--- src/rtl/box_motion_ctrl.sv ---
// -----------------------------------------------------------------------------
// box_motion_ctrl
// Per-frame motion controller for the bouncing box drawn by the pixel renderer.
// A frame tick is taken from the VGA counters. Each unpaused tick runs a short
// update sequence: X step, Y step, then commit. The host can reposition the box
// with a valid/ready load handshake. Loaded coordinates are clamped into the
// visible area.
//
// Ports
//   clk_25        in   pixel clock, rising edge
//   rst_n         in   asynchronous active-low reset
//   h_count       in   [9:0] horizontal pixel counter
//   v_count       in   [9:0] vertical line counter
//   pause         in   freezes motion while high (frame_cnt still counts)
//   speed         in   [1:0] step per frame = speed+1 pixels
//   load_valid    in   host repositioning request
//   load_x/load_y in   [9:0] requested position
//   load_ready    out  load accepted when load_valid && load_ready
//   box_x/box_y   out  [9:0] box left / top edge
//   dir_right     out  1 = moving right
//   dir_down      out  1 = moving down
//   bounce        out  [1:0] one-cycle pulse, [0] X wall, [1] Y wall
//   update_strobe out  one-cycle pulse after each committed motion update
//   frame_cnt     out  [7:0] frame tick counter
// -----------------------------------------------------------------------------
module box_motion_ctrl #(
    parameter int BOX_W   = 36,
    parameter int BOX_H   = 36,
    parameter int PORCH_L = 144,
    parameter int PORCH_R = 784,
    parameter int PORCH_T = 36,
    parameter int PORCH_B = 500,
    parameter int INIT_X  = 144,
    parameter int INIT_Y  = 36
) (
    input  logic       clk_25,
    input  logic       rst_n,
    input  logic [9:0] h_count,
    input  logic [9:0] v_count,
    input  logic       pause,
    input  logic [1:0] speed,
    input  logic       load_valid,
    input  logic [9:0] load_x,
    input  logic [9:0] load_y,
    output logic       load_ready,
    output logic [9:0] box_x,
    output logic [9:0] box_y,
    output logic       dir_right,
    output logic       dir_down,
    output logic [1:0] bounce,
    output logic       update_strobe,
    output logic [7:0] frame_cnt
);

    localparam logic [9:0] L_MIN_X  = 10'(PORCH_L);
    localparam logic [9:0] L_MIN_Y  = 10'(PORCH_T);
    localparam logic [9:0] L_MAX_X  = 10'(PORCH_R - 1 - BOX_W);
    localparam logic [9:0] L_MAX_Y  = 10'(PORCH_B - 1 - BOX_H);
    localparam logic [9:0] L_INIT_X = 10'(INIT_X);
    localparam logic [9:0] L_INIT_Y = 10'(INIT_Y);

    typedef enum logic [2:0] {IDLE, UPD_X, UPD_Y, COMMIT, LOAD} state_t;

    // One axis step. Returns {hit, new_dir, new_pos}. The comparisons are
    // done in 11 bits so that pos+step cannot wrap.
    function automatic logic [11:0] axis_step(input logic [9:0] pos,
                                              input logic       fwd,
                                              input logic [9:0] step,
                                              input logic [9:0] lo,
                                              input logic [9:0] hi);
        logic [10:0] p11;
        logic [10:0] s11;
        p11 = {1'b0, pos};
        s11 = {1'b0, step};
        if (fwd) begin
            if (p11 + s11 >= {1'b0, hi}) axis_step = {1'b1, 1'b0, hi};
            else                         axis_step = {1'b0, 1'b1, pos + step};
        end else begin
            if (p11 <= {1'b0, lo} + s11) axis_step = {1'b1, 1'b1, lo};
            else                         axis_step = {1'b0, 1'b0, pos - step};
        end
    endfunction

    function automatic logic [9:0] clamp(input logic [9:0] v,
                                         input logic [9:0] lo,
                                         input logic [9:0] hi);
        if (v < lo)      clamp = lo;
        else if (v > hi) clamp = hi;
        else             clamp = v;
    endfunction

    state_t     r_state;
    logic       r_prev_match;
    logic [7:0] r_frame_cnt;
    logic [9:0] r_box_x, r_box_y;
    logic       r_dir_right, r_dir_down;
    logic [9:0] r_nx_x, r_nx_y;       // pending position (update or load)
    logic       r_nx_dr, r_nx_dd;     // pending directions
    logic       r_bx, r_by;           // pending wall hits
    logic [1:0] r_bounce;
    logic       r_strobe;

    logic        w_match;
    logic        w_tick;
    logic [9:0]  w_step;
    logic [11:0] w_x_res;
    logic [11:0] w_y_res;

    // Counters parked at (1,1) must give only one tick, so the edge of the
    // match is used rather than the level.
    assign w_match = (h_count == 10'd1) && (v_count == 10'd1);
    assign w_tick  = w_match && !r_prev_match;
    assign w_step  = {8'd0, speed} + 10'd1;
    assign w_x_res = axis_step(r_box_x, r_dir_right, w_step, L_MIN_X, L_MAX_X);
    assign w_y_res = axis_step(r_box_y, r_dir_down,  w_step, L_MIN_Y, L_MAX_Y);

    // A tick wins over a load in the same cycle. The host keeps load_valid high.
    assign load_ready = (r_state == IDLE) && !w_tick;

    always_ff @(posedge clk_25 or negedge rst_n) begin
        if (!rst_n) begin
            r_state      <= IDLE;
            r_prev_match <= 1'b0;
            r_frame_cnt  <= 8'd0;
            r_box_x      <= L_INIT_X;
            r_box_y      <= L_INIT_Y;
            r_dir_right  <= 1'b1;
            r_dir_down   <= 1'b1;
            r_nx_x       <= L_INIT_X;
            r_nx_y       <= L_INIT_Y;
            r_nx_dr      <= 1'b1;
            r_nx_dd      <= 1'b1;
            r_bx         <= 1'b0;
            r_by         <= 1'b0;
            r_bounce     <= 2'b00;
            r_strobe     <= 1'b0;
        end else begin
            r_prev_match <= w_match;
            if (w_tick) r_frame_cnt <= r_frame_cnt + 8'd1;
            r_strobe <= 1'b0;
            r_bounce <= 2'b00;
            case (r_state)
                IDLE: begin
                    if (w_tick) begin
                        if (!pause) r_state <= UPD_X;
                    end else if (load_valid) begin
                        r_nx_x  <= clamp(load_x, L_MIN_X, L_MAX_X);
                        r_nx_y  <= clamp(load_y, L_MIN_Y, L_MAX_Y);
                        r_state <= LOAD;
                    end
                end
                UPD_X: begin
                    r_nx_x  <= w_x_res[9:0];
                    r_nx_dr <= w_x_res[10];
                    r_bx    <= w_x_res[11];
                    r_state <= UPD_Y;
                end
                UPD_Y: begin
                    r_nx_y  <= w_y_res[9:0];
                    r_nx_dd <= w_y_res[10];
                    r_by    <= w_y_res[11];
                    r_state <= COMMIT;
                end
                COMMIT: begin
                    r_box_x     <= r_nx_x;
                    r_box_y     <= r_nx_y;
                    r_dir_right <= r_nx_dr;
                    r_dir_down  <= r_nx_dd;
                    r_strobe    <= 1'b1;
                    r_bounce    <= {r_by, r_bx};
                    r_state     <= IDLE;
                end
                LOAD: begin
                    r_box_x <= r_nx_x;
                    r_box_y <= r_nx_y;
                    r_state <= IDLE;
                end
                default: r_state <= IDLE;
            endcase
        end
    end

    assign box_x         = r_box_x;
    assign box_y         = r_box_y;
    assign dir_right     = r_dir_right;
    assign dir_down      = r_dir_down;
    assign bounce        = r_bounce;
    assign update_strobe = r_strobe;
    assign frame_cnt     = r_frame_cnt;

endmodule

--- config.mk ---
export PLATFORM = sky130hd
export DESIGN_NAME = box_motion_ctrl
export DESIGN_NICKNAME = d
export VERILOG_FILES = /design/src/rtl/box_motion_ctrl.sv
export SDC_FILE = /design/constraint.sdc
export NUM_CORES = 1
export LEC_CHECK = 0
export ABC_AREA = 1
export CAP_MARGIN = 20
export CORE_ASPECT_RATIO = 0.9
export CORE_MARGIN = 3
export CORE_UTILIZATION = 30
export DETAILED_ROUTE_END_ITERATION = 12
export GPL_TIMING_DRIVEN = 1
export PLACE_DENSITY_LB_ADDON = 0.2
export SLEW_MARGIN = 40
export SYNTH_ARGS = -nofsm -noshare
export SYNTH_HDL_FRONTEND = slang
export SYNTH_SLANG_ARGS = --single-unit
--- constraint.sdc ---
create_clock -name clk_25 -period 2.7 [get_ports clk_25]
set_clock_uncertainty 0.05 [all_clocks]
set_input_delay 0.81 -clock clk_25 [delete_from_list [all_inputs] [get_ports clk_25]]
set_output_delay 0.81 -clock clk_25 [all_outputs]
set_load 0.01 [all_outputs]
==> results.md <==
* Port Buffers at 79
* Die extent in y at 119.5 um
* Worst path cell trace: buf_8, ha_4, buf_4, ha_1, nand3_1, nand2_2, nand3_2, nor2_1, o21ai_2, nand2_1, inv_2, nand2_4, nor2_4, buf_6, buf_4, o22a_1
* Setup_tns at 0 ns
* Initial antenna violation count at 0
* Outcome: completed
* First-pass GRT wire length at 21.65 mm
* Via count at 4,479
* Post-synthesis register bit count at 61
* Drt wl/cell at 14.02 um
* Worst r2r src: box_y[2]
* Worst Max-Slew Pin Slew at 0.5102 ns
* R2R depth at 14
* Hold_ws at 0.4214 ns
* DRT Pass-1 Iters at 8
* Remaining DRCs at 0
* Sequential Power Share at 25.6%
* Max Clk Rate at 0.3738 GHz
* Ys async rst share at 100.0%
* Peak supply drop at 0.3224 mV
* Cts bufs inserted at 9
* Die area at 15,780 um2
* Final min period at 2.676 ns
* Final hold vios at 0
* Crit path DAT at 2.88 ns
* Library cells used by synthesis at 50
* Synth-to-Final Area Change at 46.58%
* Top cell type by total area after synthesis: dfrtp_1
* Largest net degree at the start of global routing at 62
* Clock sinks at 61
* P_sw at 2.802 mW
* Warnings from Yosys at 0
* Final ANT Viol Nets at 0
* Slew Viols, Final at 0
* Crit Path Max Fanout at 5
* Largest cells by area after synthesis: dfrtp_1 29%, nand2_1 13%, dfstp_2 7.3%
* Post-route cell area at 6292 um2
* RSZ-0062 raised after global routing: true
* Drt initial violations at 345
* Critical path type: primary input to flip-flop
* Row count at 40
* Max Cap Viol at 0
* RR Endpoint: r_nx_dd
* Crit-path slowest cell: ha_1
* # IOs at 80
* Core footprint at 13,660 um2
* Most used cell along the critical path: buf_4
* Comb pwr share at 55.8%
* Reg area at 1541 um2
* Final setup vio count at 0
* Final RePlAce weighted congestion at 0.8977
* Multi-input gate area at 2592 um2
* Cell area after placement at 5704 um2
* Static leakage at 3.007 nW
* GRT Overall Usage at 16.87%
* EDFF count, synth at 0
* Final core utilization at 46.05%
* R2R Setup Slk at 0.35 ns
* Nets@finish at 811
* CP top delay family: simple AND/OR/NAND/NOR gates
* CTS tree: yes
* DP HPWL at 10.01 mm
* Number of global-route vias before repair at 4,416
* Mapped cell area at 4293 um2
* Pwr per Cell Area at 1045 nW/um2
* Ys flop type: dfrtp_1
* Largest stage delay on the critical path at 0.29 ns
* Final Cycle Share at 99.10%
* Layout cells sized above 1 at 26.76%
* Worst endpoint required time at 2.90 ns
* Via density per instance at 4.765
* Syn avg cell area at 7.191 um2
* Max_slew headroom at 65.86%
* Setup crit end kind: flip-flop
* CP startpoint kind: primary input
* FILL cells at 1,337
* Worst skew pair latency at 0.34 ns
* Die width at 132.1 um
* Final WL at 13.18 mm
* Non-filler instance count after layout at 940
* Reg clk slew, reported paths at 0.05 ns
* Sw frac at 42.61%
* WP buf/inv at 5
* Mapped Nets at 662
* Initial core utilization at 31.42%
* CTS HTree Levels at 3
* Tightest Hold Check Type: primary input to async pin
* Largest buffer count on any clock path at 2
* ANT cells at 0
* Inst Count DP at 910
* Synthesized netlist cell count at 597
* Root Driver: clkbuf_16
* Yosys top cell area share at 28.56%
* Clock share of power at 18.6%
* Pint at 3.775 mW
* Grt ovf at 0
* Sequential area share after synthesis at 35.91%
* CTS Hold Bufs at 0
[cell usage in the layout, fill, tap and decap left out, types with 6 or more instances in the layout]
| cell | instances |
|---|---|
| nand2_1 | 130 |
| nor2_1 | 79 |
| inv_1 | 66 |
| buf_4 | 63 |
| clkdlybuf4s50_1 | 55 |
| dfrtp_1 | 49 |
| a21oi_1 | 33 |
| nand3_1 | 28 |
| o21ai_0 | 28 |
| nand2_2 | 19 |
| inv_2 | 16 |
| xor2_1 | 15 |
| dfstp_2 | 12 |
| nor2_2 | 11 |
| nand4_1 | 11 |
| ha_1 | 11 |
| clkbuf_16 | 9 |
| dlygate4sd2_1 | 8 |
| buf_2 | 7 |
| buf_6 | 7 |
| nor3_1 | 6 |
| o21ai_1 | 6 |
| nand3_2 | 6 |
[flip-flops by register name, summed over array words and instances (netlist names)]
name and flops:
box_x 10, dir_down 1, bounce 2, frame_cnt 8, r_nx_x 10, r_state 3, r_nx_dd 1, r_prev_match 1
r_bx 1, dir_right 1, update_strobe 1, r_nx_dr 1, r_nx_y 10, box_y 10, r_by 1
[worst register-to-register path, stage by stage (launching register included)]
cell and delay (ns):
dfstp_2 0.58, ha_1 0.27, inv_2 0.10, nand3_1 0.11, nand2_2 0.11, nand3_2 0.11
nor2_1 0.17, o21ai_2 0.07, nand2_1 0.09, inv_2 0.06, nand2_4 0.07, nor2_4 0.06
buf_6 0.13, buf_4 0.12, o22a_1 0.17
[how the worst max path moves through the flow]
stage,start,to,slack (ns),cells after the start
2_1_floorplan,speed[1],r_nx_y[6],0.004,19
4_1_cts,v_count[4],load_ready,-0.02,7
5_1_grt,speed[0],r_nx_dd,-0.11,16
3_5_place_dp,speed[0],r_nx_y[6],-0.81,20
6_report,speed[0],r_nx_dd,0.02,16
3_3_place_gp,speed[0],r_nx_y[6],-0.80,20
[layout make-up]
type / count / share of cell area [%]
Sequential cell: 61 / 24.50
Timing Repair Buffer: 147 / 20.54
Clock inverter: 7 / 1.432
Inverter: 83 / 4.991
Clock buffer: 9 / 3.579
Multi-Input combinational cell: 444 / 41.20
Tap cell: 189 / 3.758
[cell families (layout without fill, tap and decap cells)]
logic type      after synthesis  in the layout  share of synthesized area, %
compound gates               90             90                         12.42
xor+xnor                     19             19                         3.876
fa+ha+maj                    19             19                         6.237
buf+inv                      92            246                         8.685
flops                        61             61                         35.91
mux                           2              2                        0.5246
simple gates                314            314                         32.35
[power groups by stage]
stage / clock network (mW) / logic [mW] / registers (mW)
after floorplan: 0 / 1.94 / 1.61
after global placement: 0 / 3.37 / 1.67
after detailed placement: 0 / 3.36 / 1.67
after CTS: 1.25 / 3.47 / 1.67
after global routing: 1.30 / 4.09 / 1.74
final: 1.22 / 3.67 / 1.68
[layer usage]
| layer | vias to the layer above | GRT usage (%) | part of all wire (%) |
|---|---|---|---|
| met4 | 0 | 6.168 | 1.5 |
| met3 | 13 | 4.392 | 6.9 |
| met2 | 149 | 24.81 | 44 |
| li1 | 2211 | - | - |
| met5 | - | 0 | 0 |
| met1 | 2106 | 23.78 | 48 |
[through the flow]
step	power, mW	setup slack (ns)
floorplan	3.552	0.004167
global placement	5.038	-0.8042
detailed placement	5.035	-0.8065
CTS	6.385	-0.02053
global route	7.133	-0.1098
finish	6.578	0.02443
[synth_stat cells, types with 7 or more instances]
cell / number
a21oi_1: 34
dfrtp_1: 49
dfstp_2: 12
ha_1: 15
inv_1: 73
inv_2: 9
nand2_1: 150
nand3_1: 35
nand4_1: 11
nor2_1: 83
nor2_2: 7
nor3_1: 7
o21ai_0: 32
xor2_1: 16
[repair_timing]
| item | in CTS | in global routing |
|---|---|---|
| setup buffers | 7 | 7 |
| hold endpoints to repair | 0 | 0 |
| pin swaps | 26 | 29 |
| setup endpoints to repair | 25 | 24 |
| gates resized for setup | 71 | 58 |
(Power assumes the default switching activity.)
